**config.mk**
```make
export PLATFORM = sky130hd
export DESIGN_NAME = apb_master
export DESIGN_NICKNAME = d
export VERILOG_FILES = /design/src/rtl/apb_master_pkg.sv /design/src/rtl/apb_addr_decode.sv /design/src/rtl/apb_master.sv
export SDC_FILE = /design/constraint.sdc
export NUM_CORES = 1
export LEC_CHECK = 0
export BUFFER_PORTS_ARGS = -buffer_cell sky130_fd_sc_hd__buf_2
export CAP_MARGIN = 20
export CORE_MARGIN = 3
export CORE_UTILIZATION = 47
export CTS_CLUSTER_DIAMETER = 120
export DETAILED_ROUTE_END_ITERATION = 6
export GPL_TIMING_DRIVEN = 0
export PLACE_DENSITY_LB_ADDON = 0.3
export REMOVE_ABC_BUFFERS = 1
export SLEW_MARGIN = 40
export SYNTH_ARGS = -nofsm -noshare
export SYNTH_HDL_FRONTEND = slang
export SYNTH_HIERARCHICAL = 1
export SYNTH_SLANG_ARGS = --single-unit
```
**constraint.sdc**
```tcl
create_clock -name PCLK -period 1.8 [get_ports PCLK]
set_input_delay 0.45 -clock PCLK [delete_from_list [all_inputs] [get_ports PCLK]]
set_output_delay 0.45 -clock PCLK [all_outputs]
set_load 0.02 [all_outputs]
```
**src/rtl/apb_master_pkg.sv**
```systemverilog
// Shared types and constants for the APB bridge: FSM states, slave-select codes, default timeout.
package apb_master_pkg;

    typedef enum logic [2:0] {
        IDLE   = 3'd0,
        SETUP  = 3'd1,
        ACCESS = 3'd2,
        RDCAP  = 3'd3,
        RESP   = 3'd4
    } state_t;

    localparam logic [1:0] SEL_SLAVE1 = 2'b00;
    localparam logic [1:0] SEL_SLAVE2 = 2'b01;

    localparam int DEFAULT_TIMEOUT = 16;

endpackage

```
**src/rtl/apb_addr_decode.sv**
```systemverilog
// Maps the two slave-select address bits to a one-hot PSEL vector plus a decode-error flag.
// Purely combinational; no latency, no backpressure.
module apb_addr_decode
    import apb_master_pkg::*;
(
    input  logic [1:0] slave_bits,
    output logic [1:0] sel,
    output logic       err
);

    always_comb begin
        sel = 2'b00;
        err = 1'b0;
        case (slave_bits)
            SEL_SLAVE1: sel = 2'b01;
            SEL_SLAVE2: sel = 2'b10;
            default:    err = 1'b1;
        endcase
    end

endmodule

```
**src/rtl/apb_master.sv**
```systemverilog
// Valid/ready request port to two-slave APB bridge; write 3 cycles, read 4 cycles plus wait states, decode error 1 cycle.
// req_ready only in IDLE, so one request is in flight at a time; stuck slaves are aborted after TIMEOUT access cycles.
module apb_master
    import apb_master_pkg::*;
#(
    parameter int ADDR_W  = 8,
    parameter int DATA_W  = 8,
    parameter int TIMEOUT = DEFAULT_TIMEOUT
) (
    input  logic              PCLK,
    input  logic              PRESET,
    input  logic              req_valid,
    output logic              req_ready,
    input  logic              req_write,
    input  logic [ADDR_W-1:0] req_addr,
    input  logic [DATA_W-1:0] req_wdata,
    output logic              rsp_valid,
    output logic [DATA_W-1:0] rsp_rdata,
    output logic              rsp_err,
    output logic              PSEL1,
    output logic              PSEL2,
    output logic              PENABLE,
    output logic              PWRITE,
    output logic [7:0]        PADDR,
    output logic [DATA_W-1:0] PWDATA,
    input  logic [DATA_W-1:0] PRDATA1,
    input  logic [DATA_W-1:0] PRDATA2,
    input  logic              PREADY1,
    input  logic              PREADY2
);

    localparam int               CNT_W    = $clog2(TIMEOUT);
    localparam logic [CNT_W-1:0] CNT_LAST = CNT_W'(TIMEOUT - 1);

    state_t            state_q, state_d;
    logic              wr_q;
    logic [5:0]        off_q;
    logic [DATA_W-1:0] wdata_q;
    logic [1:0]        sel_q;
    logic              err_q;
    logic [DATA_W-1:0] rdata_q;
    logic [CNT_W-1:0]  cnt_q;

    logic [1:0] dec_sel;
    logic       dec_err;
    logic       pready_sel;
    logic       apb_active;

    apb_addr_decode u_dec (
        .slave_bits (req_addr[7:6]),
        .sel        (dec_sel),
        .err        (dec_err)
    );

    // Only the selected slave's PREADY may end the access phase.
    assign pready_sel = (sel_q[0] & PREADY1) | (sel_q[1] & PREADY2);

    always_ff @(posedge PCLK) begin
        if (PRESET) begin
            state_q <= IDLE;
        end else begin
            state_q <= state_d;
        end
    end

    always_comb begin
        state_d    = state_q;
        req_ready  = 1'b0;
        rsp_valid  = 1'b0;
        apb_active = 1'b0;
        PENABLE    = 1'b0;
        case (state_q)
            IDLE: begin
                req_ready = 1'b1;
                if (req_valid) begin
                    state_d = dec_err ? RESP : SETUP;
                end
            end
            SETUP: begin
                apb_active = 1'b1;
                state_d    = ACCESS;
            end
            ACCESS: begin
                apb_active = 1'b1;
                PENABLE    = 1'b1;
                if (pready_sel) begin
                    state_d = wr_q ? RESP : RDCAP;
                end else if (cnt_q == CNT_LAST) begin
                    state_d = RESP;
                end
            end
            RDCAP: state_d = RESP;
            RESP: begin
                rsp_valid = 1'b1;
                state_d   = IDLE;
            end
            default: state_d = IDLE;
        endcase
    end

    always_ff @(posedge PCLK) begin
        if (PRESET) begin
            wr_q    <= 1'b0;
            off_q   <= '0;
            wdata_q <= '0;
            sel_q   <= 2'b00;
            err_q   <= 1'b0;
            rdata_q <= '0;
            cnt_q   <= '0;
        end else begin
            case (state_q)
                IDLE: begin
                    if (req_valid) begin
                        wr_q    <= req_write;
                        off_q   <= req_addr[5:0];
                        wdata_q <= req_wdata;
                        sel_q   <= dec_sel;
                        err_q   <= dec_err;
                        rdata_q <= '0;
                    end
                end
                SETUP: cnt_q <= '0;
                ACCESS: begin
                    // Counter saturates at the last value; the FSM leaves ACCESS on that same edge.
                    if (!pready_sel) begin
                        if (cnt_q == CNT_LAST) begin
                            err_q <= 1'b1;
                        end else begin
                            cnt_q <= cnt_q + 1'b1;
                        end
                    end
                end
                // Slaves register read data at the access edge, so it is valid one cycle later.
                RDCAP: rdata_q <= sel_q[1] ? PRDATA2 : PRDATA1;
                default: ;
            endcase
        end
    end

    assign PSEL1     = apb_active & sel_q[0];
    assign PSEL2     = apb_active & sel_q[1];
    assign PWRITE    = apb_active & wr_q;
    assign PADDR     = apb_active ? {2'b00, off_q} : 8'h00;
    assign PWDATA    = apb_active ? wdata_q : '0;
    assign rsp_rdata = rsp_valid ? rdata_q : '0;
    assign rsp_err   = rsp_valid & err_q;

endmodule
```
==> run metrics, run 1 <==
DRT Pass-1 Iters 4; register area 670.6 µm²; Slew @ Worst Pin around 0.60 ns; first-pass GRT wire length just over 7000 µm; Comb power frac a little under a quarter; DR WL/cell 13.12 µm; Setup WS post-layout -0.1687 ns; post-synthesis async set-or-reset flop share 0%; number of global-route vias before repair 1624; initial antenna violation count 0; commonest non-fill, non-tap cell in the layout buf_2; startpoint types flip-flop; crit path launch state_q[1]; Max Cap Viol 0; outcome finished, violations left; GRT Total Usage 21.27%; hold_buf cts 0; min cycle time layout 1.969 ns; final core occ 68.92%; ant diodes 0; clock skew about 0.011 ns; Mean Syn Cell Area just under 8 µm²; CTS tree built; Worst path slowest cell dfxtp_4; Skew-Pair Late Insertion Delay 0.35 ns; Net Sw Frac 28.50%; Crit path max-delay family flip-flops; Total Die Area 4326 µm²; clock share of power 35.0%; WP buf/inv 2; maximum clock rate ~0.51 GHz; final hold vios 0; RSZ-0062 raised after global routing true; warnings from Yosys 6; CP Max Fanout 19; crit path kind flip-flop to output pin; number of synthesized flops with an enable pin 0; worst r2r src state_q[1]; Seq pwr share between 40% and 50%; GPL Wtd Cong 0.8266; largest net degree at the start of global routing 34; critical path cell sequence xor2_2 -> nor2b_4 -> buf_12 -> and2_1 -> buf_6; Pint 1413 µW; clock sinks 33; Leak 0.001066 µW; WHS around 0.32 ns; met1 WL 1893 µm; HPWL Detailed 2699 µm; failing checks setup timing; Starting DRT DRC Count 107; most frequent cells in the layout buf_2, nand2_1, dfxtp_1, a21oi_1, nor2_1; slew margin rel. about three fifths; Hold Crit Class primary input to flip-flop; Clk pin slew, worst setup/hold paths 0.11 ns; Layout area overhead 39.12%; DIE WIDTH 65.77 µm; Worst setup EP type output pin; Worst Min Path Start req_addr[2]; wire length on met2 2168 µm; port bufs 66; post-synthesis cell count 216; mapped cell area 1679 µm²; Synth cell types 40; TritonCTS buffer count 5; final worst-path cycle share 109.4%; largest stage delay on the critical path 0.40 ns; CTS max path bufs 2; ys flop type dfxtp_1; Seq cells post-synth 33; Pins Over Slew Limit 0; final net count 322; Row Count 21; DR top layer met4; die height 65.77 µm; Via Count about 1700; Initial Utilization 49.54%; H-tree levels 2; Fillers approximately 290; vias per cell 5.130; total core area 3390 µm²; Tot Pwr roughly 2000 µW; Critical Path RT 1.35 ns; critical path arrival 1.52 ns; placed insts 312; Pwr Density 846.3 nW/µm²; Peak VDD IR approximately 0.44 mV; Top Ports 69; Final Non-Filler Cells 330; footprint of the multi-input gates 967.2 µm²; Setup Viol. Count Final 29; Post-DRT Antenna Nets 0; register area share after synthesis 39.34%; DRC violations left 0; routed length on met3 198 µm; Routed Wire Length 4331 µm; Root Driver clkbuf_4; GR Overflow Total 0; Psw 563.5 µW; share of cells above drive strength 1 36.27%
-- cells in the mapped netlist, drive strengths merged, types with 2 or more instances --
cell	count	area share, %
nand2	39	8.7
mux2i	9	5.4
or3	2	0.75
nand2b	2	0.75
o21ai	3	0.89
nor3	3	1.2
nor2b	3	1.1
clkbuf	7	1.6
nand3	3	0.89
nor2	24	5.5
a311oi	2	1.0
nor3b	2	1.2
and3	11	4.4
and2	19	7.1
dfxtp	33	39
buf	10	3.9
nor4	2	0.75
a21oi	28	8.6
-- worst paths after layout --
kind           endpoint  slack, ns  cells past startpoint
min            off_q[2]       0.32                      3
max reg2reg  state_q[0]       0.03                      7
min reg2reg    off_q[1]       0.45                      2
max           PWDATA[5]      -0.17                      5
-- stage by stage --
step                      setup WS [ns]  TNS (ns)  cell area, µm²
after floorplan                 -0.1871    -3.181            1590
after global placement          -0.6840    -12.04            1978
after detailed placement        -0.4079    -6.869            1981
after CTS                       -0.1759    -3.482            2268
after global routing            -0.2348    -5.492            2336
final                           -0.1687    -3.290            2336
-- worst min-delay path, cell delays in order --
cell and delay (ns):
buf_2 0.09, nand2_1 0.04, a21oi_1 0.05
-- metal layers --
layer  global-route usage, %  vias up
li1                        -      860
met1                   26.72      784
met2                   34.04       42
met3                   5.102        7
met4                   10.10        0
met5                       0        -
-- area by class of cell --
type                            instances  share of cell area, %
Multi-Input combinational cell        167                  41.40
Sequential cell                        33                  28.71
Timing Repair Buffer                   76                  23.03
Clock inverter                          3                  2.785
Tap cell                               46                  2.464
Clock buffer                            5                  1.607
-- state kept, by name, indices dropped and copies added (netlist names) --
name / cells
rdata_q: 8
wdata_q: 8
off_q: 6
cnt_q: 4
state_q: 3
sel_q: 2
err_q: 1
wr_q: 1
-- kinds of logic after synthesis --
logic type	Yosys count	share of synthesized area [%]
adders and majority gates	1	0.7450
DFF	33	39.34
AOI/OAI and AO/OA	41	14.31
muxes	9	5.365
other	1	0.2233
xor gates and xnor gates	1	0.5217
and+or+nand+nor	113	33.98
buffers and inverters	17	5.514
-- power groups by stage --
stage / clock network (µW) / registers, µW / logic [µW]
2_1_floorplan: 0 / 834 / 229
3_3_place_gp: 0 / 846 / 347
3_5_place_dp: 0 / 849 / 353
4_1_cts: 703 / 827 / 422
5_1_grt: 746 / 839 / 502
6_report: 692 / 831 / 454
-- what timing repair did --
item / CTS / global route
buffers inserted: 6 / 4
gates resized for setup: 42 / 12
setup endpoints to repair: 44 / 44
pin swaps: 0 / 1
hold endpoints to repair: 0 / 0
(Power assumes the default switching activity.)
==> run 2, diff against run 1 <==
--- a/config.mk
+++ b/config.mk
@@ -5,7 +5,7 @@
 export SDC_FILE = /design/constraint.sdc
 export NUM_CORES = 1
 export LEC_CHECK = 0
-export BUFFER_PORTS_ARGS = -buffer_cell sky130_fd_sc_hd__buf_2
+export BUFFER_PORTS_ARGS = -buffer_cell sky130_fd_sc_hd__clkbuf_2
 export CAP_MARGIN = 20
 export CORE_MARGIN = 3
 export CORE_UTILIZATION = 47
==> run metrics, run 2 (synthesized netlist as in run 1, its figures left out) <==
outcome finished, violations left; failing checks setup timing; DIE WIDTH 65.77 µm (unchanged); GRT Total Usage 22.10% (+0.83 points); Leak 0.001081 µW (+1.4%); H-tree levels 2 (unchanged); final net count 325 (+0.93%); ant diodes 0 (unchanged); slew margin rel. 52.96% (-6.8 points); RSZ-0062 raised after global routing true; DRT Pass-1 Iters 5 (+1); footprint of the multi-input gates 989.7 µm² (+2.3%); Top Ports 69 (unchanged); clock sinks 33 (unchanged); Clk pin slew, worst setup/hold paths 0.11 ns (about the same); clock skew 0.006388 ns (-0.004814 ns); Peak VDD IR 0.5262 mV (+21%); CTS max path bufs 2 (unchanged); Starting DRT DRC Count 114 (+6.5%); Total Die Area 4326 µm² (unchanged); setup TNS -4.288 ns (-0.9984 ns); Max Cap Viol 0 (unchanged); DRC violations left 0 (unchanged); number of global-route vias before repair 1678 (+3.3%); vias per cell 5.267 (+2.7%); Slew @ Worst Pin 0.7055 ns (+0.1027 ns); final hold vios 0 (unchanged); most frequent cells in the layout nand2_1, clkbuf_2, dfxtp_1, a21oi_1; Setup Viol. Count Final 29 (unchanged); largest net degree at the start of global routing 34 (unchanged); HPWL Detailed 2706 µm (+0.25%); Row Count 21 (unchanged); die height 65.77 µm (unchanged); startpoint types flip-flop; Placed Area 1981 µm² (unchanged); Layout area overhead 45.75%; TritonCTS buffer count 5 (unchanged); Final Non-Filler Cells 333 (+0.91%); Routed Wire Length 4604 µm (+6.3%); CTS tree built; Setup WS post-layout -0.1947 ns (-0.02599 ns); total core area 3390 µm² (unchanged); Via Count 1754 (+3.6%); Fillers 265 (-9.6%); maximum clock rate 0.5013 GHz (-1.3%); fin area 2447 µm² (+4.8%); CP Max Fanout 18 (-1); Hold Crit Class primary input to flip-flop; Skew-Pair Late Insertion Delay 0.33 ns (-0.02 ns); placed insts 312 (unchanged); Critical Path RT 1.35 ns (about the same); register area 670.6 µm² (unchanged); first-pass GRT wire length 7362 µm (+4.1%); share of cells above drive strength 1 36.93% (+0.67 points); Pins Over Slew Limit 0 (unchanged); Root Driver clkbuf_4; Post-DRT Antenna Nets 0 (unchanged); Worst setup EP type output pin; Initial Utilization 49.54% (unchanged); GPL Wtd Cong 0.8266 (unchanged); DR WL/cell 13.83 µm (+5.3%); WHS 0.3216 ns (+0.001819 ns); Pwr Density 704.9 nW/µm² (-17%); final worst-path cycle share 110.8% (+1.4 points); Largest regs rdata_q: 8 flops, wdata_q: 8 flops, off_q: 6 flops; initial antenna violation count 0 (unchanged); Tot Pwr 1725 µW (-13%); port bufs 66 (unchanged); min cycle time layout 1.995 ns (+0.02599 ns); critical path arrival 1.54 ns (+0.02 ns); GR Overflow Total 0 (unchanged); crit path kind flip-flop to output pin
run 2: layer usage:
layer	GRT usage, %	share of wire (%)	up-vias
li1	-	-	866
met3	4.932	5.0	8
met5	0	0	-
met4	8.808	1.7	0
met1	26.01	41	830
met2	38.55	52	50
run 2: repair_timing:
action / in CTS / in global routing
pin swaps: 2 / 4
cloned: 1 / 0
buffers inserted: 8 / 4
endpoints found under the setup margin: 50 / 29
hold buffers: 0 / 0
resized for setup: 68 / 12
run 2: power breakdown:
group          switching [µW]  internal (µW)  total [µW]
sequential               50.0            779         829
clock                     264            147         412
combinational             260            225         484
run 2: critical path: stages (launching register included):
cell	delay [ns]
dfxtp_4	0.40
xor2_2	0.16
nor2b_4	0.19
buf_12	0.14
and2_1	0.16
clkbuf_8	0.15
run 2: final cells by class:
type                    instances  area share [%]
clock buffers                   5           1.534
clock inverters                 3          0.7157
flip-flops and latches         33           27.40
well taps                      46           2.352
multi-input cells             168           40.44
repair buffers                 78           27.56
run 2: worst paths after layout:
path	startpoint	endpoint	slack, ns	cells past startpoint
setup / recovery	state_q[0]	PWDATA[4]	-0.19	5
hold reg to reg	off_q[1]	off_q[1]	0.45	2
setup reg to reg	state_q[1]	err_q	0.06	6
hold / removal	req_wdata[4]	wdata_q[4]	0.32	3
run 2: stage by stage:
step	util (%)	setup slack (ns)
6_report	72.20	-0.1947
5_1_grt	72.20	-0.2563
2_1_floorplan	-	-0.1871
3_3_place_gp	58.36	-0.6926
3_5_place_dp	58.43	-0.3983
4_1_cts	70.58	-0.1512
==> run 3, diff against run 2 <==
--- a/config.mk
+++ b/config.mk
@@ -7,13 +7,16 @@
 export LEC_CHECK = 0
 export BUFFER_PORTS_ARGS = -buffer_cell sky130_fd_sc_hd__clkbuf_2
 export CAP_MARGIN = 20
+export CELL_PAD_IN_SITES_DETAIL_PLACEMENT = 2
+export CELL_PAD_IN_SITES_GLOBAL_PLACEMENT = 2
 export CORE_MARGIN = 3
-export CORE_UTILIZATION = 47
+export CORE_UTILIZATION = 25
 export CTS_CLUSTER_DIAMETER = 120
 export DETAILED_ROUTE_END_ITERATION = 6
 export GPL_TIMING_DRIVEN = 0
 export PLACE_DENSITY_LB_ADDON = 0.3
 export REMOVE_ABC_BUFFERS = 1
+export SETUP_SLACK_MARGIN = 0.4
 export SLEW_MARGIN = 40
 export SYNTH_ARGS = -nofsm -noshare
 export SYNTH_HDL_FRONTEND = slang
==> run metrics, run 3 (synthesized netlist as in run 1, its figures left out) <==
outcome finished, violations left; failing checks setup timing; Layout area overhead 79.36%; Worst setup EP type output pin; grt met2 use 33.97% (-4.6 points); DRT Pass-1 Iters 3 (-2); Clk pin slew, worst setup/hold paths 0.08 ns (-0.03 ns); ant diodes 0 (unchanged); Final Non-Filler Cells 382 (+15%); initial antenna violation count 0 (unchanged); most frequent cells in the layout clkbuf_2, dfxtp_1, a21oi_2, nor2_1, nand2_1; Routed Wire Length 7168 µm (+56%); Largest regs rdata_q: 8 flops, wdata_q: 8 flops, off_q: 6 flops; Peak VDD IR 0.3285 mV (-38%); r2r worst-path depth 10 (+4); Total Die Area 7736 µm² (+79%); placed insts 343 (+9.9%); critical path cell sequence xor2_2 -> nor2b_4 -> buf_12 -> and2_1 -> clkbuf_8; port bufs 66 (unchanged); HPWL Detailed 3856 µm (+43%); Initial Utilization 26.14% (-23 points); Slew @ Worst Pin 0.5233 ns (-0.1822 ns); fin area 3012 µm² (+23%); min cycle time layout 1.969 ns (-0.02618 ns); final core occ 46.89% (-25 points); setup TNS -3.249 ns (+1.039 ns); reg2reg setup slack 0.01 ns (-0.05 ns); CP Max Fanout 19 (+1); crit path kind flip-flop to output pin; largest net degree at the start of global routing 34 (unchanged); clock share of power 31.2% (+7.3 points); Starting DRT DRC Count 39 (-66%); Worst path slowest cell dfxtp_4; final hold vios 0 (unchanged); Leak 0.001324 µW (+23%); Row Count 29 (+38%); busiest grt layer met2; Max Cap Viol 0 (unchanged); critical path arrival 1.52 ns (-0.02 ns); TritonCTS buffer count 5 (unchanged); Psw 753.8 µW (+31%); share of cells above drive strength 1 61.97% (+25 points); startpoint types flip-flop; Critical Path RT 1.35 ns (about the same); Pins Over Slew Limit 0 (unchanged); GR met3 Demand/Resource 3.293% (-1.6 points); slew margin rel. 65.11% (+12 points); GR Overflow Total 0 (unchanged); Hold Crit Class primary input to flip-flop; worst r2r src state_q[1]; GRT Total Usage 18.06% (-4.0 points); first-pass GRT wire length 10870 µm (+48%); Setup WS post-layout -0.1685 ns (+0.02618 ns); Pint 1640 µW (+42%); DIE WIDTH 87.96 µm (+34%); FF-to-FF End sel_q[1]; vias per cell 4.890 (-7.2%); total core area 6422 µm² (+89%); largest stage delay on the critical path 0.40 ns (about the same); Setup Viol. Count Final 28 (-3.4%); DRC violations left 0 (unchanged); commonest non-fill, non-tap cell in the layout clkbuf_2; Pwr Density 794.7 nW/µm² (+13%); Crit path max-delay family flip-flops; Post-DRT Antenna Nets 0 (unchanged); Seq pwr share 34.3% (-14 points); Via Count 1868 (+6.5%); maximum clock rate 0.5080 GHz (+1.3%); Skew-Pair Late Insertion Delay 0.29 ns (-0.04 ns); RSZ-0062 raised after global routing true; die height 87.96 µm (+34%); number of global-route vias before repair 2100 (+25%); crit path launch state_q[1]; H-tree levels 2 (unchanged); DR WL/cell 18.76 µm (+36%); Net Sw Frac 31.50% (-1.8 points); Placed Area 2019 µm² (+2.0%); cell count along the critical path 5 (unchanged); crit path capture PSEL2; Comb power frac 34.5% (+6.4 points); Top Ports 69 (unchanged); met1 Track Usage GR 21.01% (-5.0 points); CTS max path bufs 2 (unchanged); Root Driver clkbuf_8; GPL Wtd Cong 0.6860 (-17%); WP buf/inv 2 (unchanged); final net count 343 (+5.5%); clock sinks 33 (unchanged); clock skew 0.008146 ns (+0.001758 ns); CTS tree built; final worst-path cycle share 109.4% (-1.5 points)
-- run 3: cell count changes in the layout (fill, tap and decap cells not counted), moves of 6 or more --
| cell | change |
|---|---|
| and2_1 | -11 |
| and2_4 | +12 |
| clkbuf_8 | -9 |
| nand2_2 | +10 |
| buf_6 | +6 |
| a21oi_1 | -24 |
| clkbuf_2 | +8 |
| nand2_4 | +7 |
| a21oi_2 | +24 |
| buf_8 | +10 |
| nand2_1 | -18 |
-- run 3: timing repair --
item / CTS / global route
setup endpoints to repair: 62 / 61
buffers inserted: 21 / 9
gates cloned: 0 / 1
hold buffers: 0 / 0
pin swaps: 27 / 27
resized for setup: 89 / 74
-- run 3: area by class of cell --
class	count	area, µm²
Timing Repair Buffer	97	855.8
Sequential cell	33	678.2
Clock buffer	7	86.33
Tap cell	77	96.34
Fill cell	687	3411
Clock inverter	1	30.03
Multi-Input combinational cell	167	1265
-- run 3: worst min-delay path by stage --
stage                      start         end  slack (ns)  cells past startpoint
detailed placement      off_q[4]    off_q[4]        0.45                      2
floorplan               off_q[0]    off_q[0]        0.43                      2
global placement      wdata_q[7]  wdata_q[7]        0.44                      2
CTS                  req_addr[1]    off_q[1]        0.37                      3
finish               req_addr[0]    off_q[0]        0.38                      3
global route        req_wdata[2]  wdata_q[2]        0.39                      3
-- run 3: per-layer routing --
| layer | wire length, µm | part of all wire (%) | vias to the layer above |
|---|---|---|---|
| li1 | - | - | 898 |
| met1 | 2829 | 39 | 928 |
| met2 | 4020 | 56 | 31 |
| met3 | 171 | 2.4 | 11 |
| met4 | 147 | 2.1 | 0 |
| met5 | 0 | 0 | - |
-- run 3: worst min-delay path, stage by stage --
cell and delay (ns):
clkbuf_2 0.09, nand2_2 0.05, a21oi_2 0.04
-- run 3: power by group through the flow --
stage / clock, µW / sequential [µW] / combinational (µW)
3_3_place_gp: 0 / 851 / 368
3_5_place_dp: 0 / 854 / 378
6_report: 747 / 821 / 825
5_1_grt: 800 / 828 / 890
4_1_cts: 769 / 816 / 635
2_1_floorplan: 0 / 834 / 229
-- run 3: through the flow --
stage          hold slack, ns  setup slack [ns]  total power, µW
2_1_floorplan          0.4257           -0.1871             1063
3_3_place_gp           0.4380           -0.8877             1219
3_5_place_dp           0.4484           -0.4777             1232
4_1_cts                0.3731           -0.1324             2221
5_1_grt                0.3859           -0.2198             2518
6_report               0.3839           -0.1685             2393
